`config.mk`:
```
export PLATFORM = sky130hd
export DESIGN_NAME = mcp48x2_dual_dac
export DESIGN_NICKNAME = d
export VERILOG_FILES = /design/src/rtl/mcp48x2_dual_dac.sv
export SDC_FILE = /design/constraint.sdc
export NUM_CORES = 1
export LEC_CHECK = 0
export ABC_AREA = 1
export CAP_MARGIN = 15
export CORE_MARGIN = 2
export CORE_UTILIZATION = 40
export CTS_BUF_LIST = sky130_fd_sc_hd__clkbuf_4
export DETAILED_ROUTE_END_ITERATION = 12
export DONT_BUFFER_PORTS = 1
export PLACE_DENSITY = 0.56
export SYNTH_ARGS = -nofsm -noshare
export SYNTH_HDL_FRONTEND = slang
export SYNTH_SLANG_ARGS = --single-unit
```
`constraint.sdc`:
```
create_clock -name clk -period 2.35 [get_ports clk]
set_input_delay 0.47 -clock clk [delete_from_list [all_inputs] [get_ports clk]]
set_output_delay 0.47 -clock clk [all_outputs]
set_load 0.01 [all_outputs]
```
`src/rtl/mcp48x2_dual_dac.sv`:
```
// mcp48x2_dual_dac: SPI mode-0 driver for MCP4802/4812/4822, writes channels A/B then pulses LDACn.
// Defining MCP48X2_SHDN_EN adds the shdn_a/shdn_b inputs that drive the frame SHDN bit.
module mcp48x2_dual_dac #(
    parameter int CLK_DIV  = 10,
    parameter int DAC_BITS = 10
) (
    input  logic                clk,
    input  logic                reset,
    input  logic                in_valid,
    output logic                in_ready,
    input  logic                en_a,
    input  logic                en_b,
    input  logic [DAC_BITS-1:0] code_a,
    input  logic [DAC_BITS-1:0] code_b,
    input  logic                gain2x_a,
    input  logic                gain2x_b,
`ifdef MCP48X2_SHDN_EN
    input  logic                shdn_a,
    input  logic                shdn_b,
`endif
    output logic                done,
    output logic                CSn,
    output logic                SCK,
    output logic                SDI,
    output logic                LDACn
);
    localparam int PAD = 12 - DAC_BITS;

    if (DAC_BITS != 8 && DAC_BITS != 10 && DAC_BITS != 12) begin : g_bad_bits
        $error("DAC_BITS must be 8, 10 or 12");
    end
    if (CLK_DIV < 1 || CLK_DIV > 255) begin : g_bad_div
        $error("CLK_DIV must be in 1..255");
    end

    typedef enum logic [2:0] {IDLE, FRAME_A, GAP, FRAME_B, LDAC_SETUP, LDAC_PULSE} state_t;
    state_t state, state_nxt;

    logic        act_a, act_b;
    logic [11:0] just_a, just_b;
    logic [15:0] frame_a, frame_b, first, frame_b_q, shreg;
    logic [7:0]  div;
    logic [4:0]  h;
    logic        en_b_q, nop, tick, idle, accept, in_frame, frame_end, gap_end;

`ifdef MCP48X2_SHDN_EN
    assign act_a = ~shdn_a;
    assign act_b = ~shdn_b;
`else
    assign act_a = 1'b1;
    assign act_b = 1'b1;
`endif

    assign just_a    = 12'(code_a) << PAD;
    assign just_b    = 12'(code_b) << PAD;
    assign frame_a   = {1'b0, 1'b0, ~gain2x_a, act_a, just_a};
    assign frame_b   = {1'b1, 1'b0, ~gain2x_b, act_b, just_b};
    assign first     = en_a ? frame_a : frame_b;
    assign idle      = state == IDLE;
    assign in_ready  = idle;
    assign accept    = idle && in_valid;
    assign tick      = div == 8'(CLK_DIV - 1);
    assign in_frame  = state == FRAME_A || state == FRAME_B;
    assign frame_end = in_frame && tick && &h;
    assign gap_end   = state == GAP && tick && h[0];

    always_ff @(posedge clk or posedge reset) begin
        if (reset) state <= IDLE;
        else       state <= state_nxt;
    end

    always_comb begin
        state_nxt = state;
        case (state)
            IDLE:       if (in_valid) state_nxt = en_a ? FRAME_A : en_b ? FRAME_B : IDLE;
            FRAME_A:    if (frame_end) state_nxt = en_b_q ? GAP : LDAC_SETUP;
            GAP:        if (gap_end) state_nxt = FRAME_B;
            FRAME_B:    if (frame_end) state_nxt = LDAC_SETUP;
            LDAC_SETUP: if (tick) state_nxt = LDAC_PULSE;
            LDAC_PULSE: if (tick) state_nxt = IDLE;
            default:    state_nxt = IDLE;
        endcase
    end

    // h counts SCK half-periods; even->odd tick raises SCK, odd tick lowers it and advances SDI
    always_ff @(posedge clk or posedge reset) begin
        if (reset) begin
            div       <= '0;
            h         <= '0;
            shreg     <= '0;
            frame_b_q <= '0;
            en_b_q    <= 1'b0;
            nop       <= 1'b0;
            done      <= 1'b0;
            CSn       <= 1'b1;
            SCK       <= 1'b0;
            SDI       <= 1'b0;
            LDACn     <= 1'b1;
        end else begin
            div  <= (idle || tick) ? '0 : div + 8'd1;
            h    <= (idle || gap_end) ? '0 : h + 5'(tick);
            nop  <= accept && !en_a && !en_b;
            done <= nop || (state == LDAC_PULSE && tick);
            if (accept) begin
                en_b_q    <= en_b;
                frame_b_q <= frame_b;
            end
            if (accept && (en_a || en_b)) begin
                CSn   <= 1'b0;
                SDI   <= first[15];
                shreg <= {first[14:0], 1'b0};
            end
            if (gap_end) begin
                CSn   <= 1'b0;
                SDI   <= frame_b_q[15];
                shreg <= {frame_b_q[14:0], 1'b0};
            end
            if (in_frame && tick) begin
                SCK <= ~h[0];
                if (h[0] && &h) begin
                    CSn <= 1'b1;
                    SDI <= 1'b0;
                end else if (h[0]) begin
                    SDI   <= shreg[15];
                    shreg <= {shreg[14:0], 1'b0};
                end
            end
            if (state == LDAC_SETUP && tick) LDACn <= 1'b0;
            if (state == LDAC_PULSE && tick) LDACn <= 1'b1;
        end
    end
endmodule

```
* Yosys cells after proc, flatten, opt, wreduce, memory -nomap -nowiden
Cells that the tools add are included.
** Cells by class
- Add/subtract/negate cells :: 2
- Equal/unequal tests :: 12
- Multiplexer cells :: 29
- Bitwise operators :: 3
- Reduce and logical (&&, ||, !) cells :: 22
** Operator list (number)
- two-way mux 16 bit :: 6
- two-way mux 3 bit :: 7
- case mux 3 bit (6 select lines) :: 1
- inequality test 2 bit (second input constant) :: 6
- logical AND 1 bit :: 11
- two-way mux 1 bit :: 11
- adder 8 x 1 -> 8 bit (second input constant) :: 1
- equality test 8 x 4 -> 1 bit (second input constant) :: 1
- two-way mux 8 bit :: 1
- equality test 3 x 2 -> 1 bit (second input constant) :: 2
- equality test 3 bit (second input constant) :: 2
- AND reduction 6 bit :: 1
- adder 5 x 1 -> 5 bit :: 1
- logical OR 1 bit :: 5
- two-way mux 5 bit :: 1
- AND reduction 5 bit :: 1
- two-way mux 2 bit :: 2
- equality test 3 x 1 -> 1 bit (second input constant) :: 1
- zero test 3 bit :: 1
- NOT 1 bit :: 3
- zero test 1 bit :: 2
- nonzero test 2 bit :: 1
** Storage, ports and cells
- Bits in registers :: 52
- Input bits :: 27
- Output and inout bits :: 6
- Logic and storage cells :: 80

* Logic depth before layout (Yosys ltp)
- Word-level depth :: 8
- Gate-level depth with buffers :: 11
- Depth with buffers taken out :: 11

* Worst setup path after synthesis
No wires, ideal clock.
- Path type :: register -> register
- Start :: reg div[1]
- End :: reg h[4]
- Library setup time :: 0.120 ns
- Data arrival time :: 1.481 ns
- Data required time :: 2.230 ns
- Slack :: 0.749 ns
- Stages on the path, launching flop included :: 10
- Buffers on the path :: 0
- Clock period less this slack :: 1.601 ns
- Cell sequence :: dfrtp_1 -> inv_1 -> ha_1 -> nand3_1 -> nor2_2 -> ha_1 -> ha_1 -> nand3_1 -> xor2_1 -> nor2_1
** On the way
- Word-level cells in the longest chain between the ends :: 5
- Elaborated cells between the ends (all ways) :: 6
- Classes of those cells :: add/sub (1); eq/ne (1); mux (1); reduce/logical (3)
** Ends and longest elaborated chain
- start: declaration :: RTL line 42 : logic [7:0] div;
- start signal: assignment :: RTL line 100 : div <= (idle || tick) ? '0 : div + 8'd1;
- equality test 8 x 4 -> 1 bit (*) :: RTL line 62 : assign tick = div == 8'(CLK_DIV - 1);
- branches (longest 3 deep; another with adder 5 x 1 -> 5 bit)
- two-way mux 5 bit (*) :: RTL line 101 : h <= (idle || gap_end) ? '0 : h + 5'(tick);
- end signal: assignment :: RTL line 101
- end: declaration :: RTL line 43 : logic [4:0] h;
Every way passes the cells marked *.
A chain may end at the register's enable or synchronous reset.

* Worst setup path after layout
- Start :: reg div[1]
- End :: reg shreg[11]
** On the way
- Word-level cells in the longest chain between the ends :: 7
- Elaborated cells between the ends (all ways) :: 8
- Classes of those cells :: eq/ne (1); mux (4); reduce/logical (3)
** Ends and longest elaborated chain
- equality test 8 x 4 -> 1 bit (*) :: RTL line 62
- logical AND 1 bit (2 in series) :: RTL line 65 : assign gap_end = state == GAP && tick && h[0];
- two-way mux 16 bit :: RTL line 113 : if (gap_end) begin
- two-way mux 16 bit :: RTL line 123 : end else if (h[0]) begin
- two-way mux 16 bit :: RTL line 120 : if (h[0] && &h) begin
- two-way mux 16 bit (*) :: RTL line 118 : if (in_frame && tick) begin
- end signal: assignment :: RTL line 111 : shreg <= {first[14:0], 1'b0};
- end signal: assignment :: RTL line 116 : shreg <= {frame_b_q[14:0], 1'b0};
- end signal: assignment :: RTL line 125 : shreg <= {shreg[14:0], 1'b0};
- end: declaration :: RTL line 41 : logic [15:0] frame_a, frame_b, first, frame_b_q, shreg;
Every way passes the cells marked *; elsewhere a longest branch is shown, timed or not.

==> results_dict.tcl <==
set metrics [dict create \
    arrival_ps 2160 \
    synth_top_family_by_area "simple AND/OR/NAND/NOR gates" \
    grt_start_max_net_pins 38 \
    coreArea_sq_mm 0.00668 \
    yosys.area_share.xor_xnor_pct 0.965 \
    ys_seq_area_share_pct 47.0 \
    grtUsageTotal_pct 16.3 \
    row_count 30 \
    slew_headroom_pct 49.8 \
    post-route-period-util_pct 80.7 \
    via_count 2195 \
    drv_cap 0 \
    area_delta_synth_final_pct 4.46 \
    critical_path_class "reg -> reg" \
    die_x_um 86.5 \
    route.detailed.drc 0 \
    drt-total-wl_mm 5.71 \
    power_density_mw_per_mm2 477 \
    drive_gt1_share_pct 10.6 \
    synthAdderAreaFrac_pct 1.84 \
    io_buffers 0 \
    antenna_found_initial 0 \
    initial_core_util_pct 40.7 \
    synth-simple-area-share_pct 35.1 \
    startpoint_type "flop" \
    clkSlewWorstSetupHoldPaths_ps 140 \
    finalClockSkew_ps 11.4 \
    io_pins 33 \
    dr.pass1.iters 4 \
    setup_viol 0 \
    gp_congestion 0.819 \
    cts_tree "yes" \
    place_ws_ps 454 \
    netlist_top_cells_area "dfrtp_1, nand2_1, nand3_1" \
    outcome "finished, final reports clean" \
    fp.dieH_um 86.5 \
    reg2reg_depth 8 \
    synthTopCellsByCount "nand2_1, dfrtp_1, nand3_1, inv_1, o21ai_0" \
    yosysTopAreaCell "dfrtp_1" \
    fin_ws_ps 454 \
    synthCells 356 \
    p_leak_nw 1.45 \
    rsz0062_at_grt "no" \
    cts_resized 0 \
    synth_compound_area_share_pct 6.16 \
    cts_sinks 51 \
    grt_pass1_vias 1977 \
    cp_max_fo 19 \
    n_antenna_cell 0 \
    setup_tns_ps 0 \
    irDropWorstVdd_mv 0.195 \
    slew_viol_final 0 \
    synth_area_per_cell_sq_um 7.65 \
    worstSetupEndpointType "flop" \
    syn_area_sq_mm 0.00272 \
    root_buffer "clkbuf_4" \
    nNetsFinal 389 \
    postCtsHoldBufs 0 \
    ys_seq_elements 51 \
    synthMuxAreaShare_pct 0.368 \
    yosys.cell_types.count 29 \
    clock.fmax_ghz 0.527 \
    insertion_delay_ps 360 \
    grt_pass1_wl_mm 9.61 \
    wire_per_inst_um 13.0 \
    numCtsBuffers 5 \
    r2r_slack_ps 450 \
    grt-ovfl-total 0 \
    postRouteAntennaNets 0 \
    hold_viol_final 0 \
    crit_required_ps 2610 \
    worstMarginPinSlew_ps 752 \
    whs_ps 103 \
    fin_crit_ps 1900 \
    synth_edf_count 0 \
    fillCellCount 683 \
    async_reset_ff_share_pct 100 \
    yosysWarnings 0 \
    hp-class "in -> async" \
    placedCellCount 431 \
    dieArea_sq_mm 0.00748 \
    synthFlopType "dfrtp_1" \
    synth_fp_nets 387 \
    avgViaCountPerCell 5.00 \
    clk_path_buf_depth 2 \
    dpl.hpwl_mm 4.09 \
    synthMostInstantiatedCell "nand2_1" \
    synth_top_cell_area_share_pct 45.0 \
    finalNonFillerCells 439 \
    h-tree-depth 2 \
    drt-initial-drc-count 150 \
    postCtsSetupRepairBufs 0 \
]
[worst max-delay path: stages, from the launching register on]
cell and delay (ps):
dfrtp_1 420, inv_1 60, ha_1 160, nand3_1 90
nor2_2 150, nand3_2 350, or2_2 430, nand3_1 80
nand2_1 60
[worst paths after layout]
path | to | startpoint
hold / removal | frame_b_q[7]$_DFFE_PP0P_ | reset
max in group asynchronous | frame_b_q[10]$_DFFE_PP0P_ | reset
hold reg to reg | done$_DFF_PP0_ | nop$_DFF_PP0_
setup / recovery | shreg[11]$_DFF_PP0_ | div[1]$_DFF_PP0_
min in group clk | frame_b_q[13]$_DFFE_PP0P_ | gain2x_b
setup reg to reg | shreg[11]$_DFF_PP0_ | div[1]$_DFF_PP0_
[cells by family (layout without fill, tap and decap cells)]
logic type / Yosys count / after routing
AOI/OAI and AO/OA: 32 / 32
xor gates and xnor gates: 3 / 3
adders and majority gates: 4 / 4
buffers and inverters: 52 / 55
DFF: 51 / 51
muxes: 1 / 1
and+or+nand+nor: 213 / 213
[per-stage QoR]
stage / power (mW) / instance area (sq um) / util (%)
3_3_place_gp: 0.981 / 2790 / 41.8
5_1_grt: 1.42 / 2840 / 42.6
4_1_cts: 1.38 / 2840 / 42.6
6_report: 1.36 / 2840 / 42.6
2_1_floorplan: 0.966 / 2720 / -
3_5_place_dp: 0.981 / 2790 / 41.8
[cell type report]
class                      instances  area, sq um  area share (%)
sequential                        51         1280            45.0
multi-input combinational        253         1210            42.5
inverter                          40          150            5.28
tap                               80          100            3.52
timing repair buffer               7         52.6            1.85
clock buffer                       6         45.0            1.58
clock inverter                     2         7.51           0.264
[per-layer routing]
layer	vias up	part of all wire, %	routed length [um]	global-route usage [%]
li1	1125	-	-	-
met1	1021	50	2870	23.8
met2	43	45	2570	25.0
met3	6	3.5	202	3.14
met4	0	1.2	70	4.26
met5	-	0	0	0
[power breakdown]
part	leakage, nW	switching (mW)	internal [mW]
clock network	0.0307	0.270	0.123
registers	0.641	0.00590	0.893
logic	0.775	0.0435	0.0203
[placed cells by master (no fill, tap or decap), types with 4 or more instances in the layout]
cell and instances:
nand4_1 5, inv_1 34, nor3_1 6, buf_4 7, nor2_1 22, or2_2 5
nor3b_1 4, nor2_4 4, a21oi_1 7, nand3_1 38, dfrtp_1 49, nand2_1 121
clkbuf_4 6, inv_2 6, o21ai_0 23, ha_1 4
[registers in the layout, summed over array words and instances, names as in the netlist]
register   flops
shreg         16
frame_b_q     12
div            8
h              5
state          3
CSn            1
LDACn          1
SCK            1
SDI            1
done           1
en_b_q         1
nop            1
Note: power is estimated with default switching activity, not from simulation.
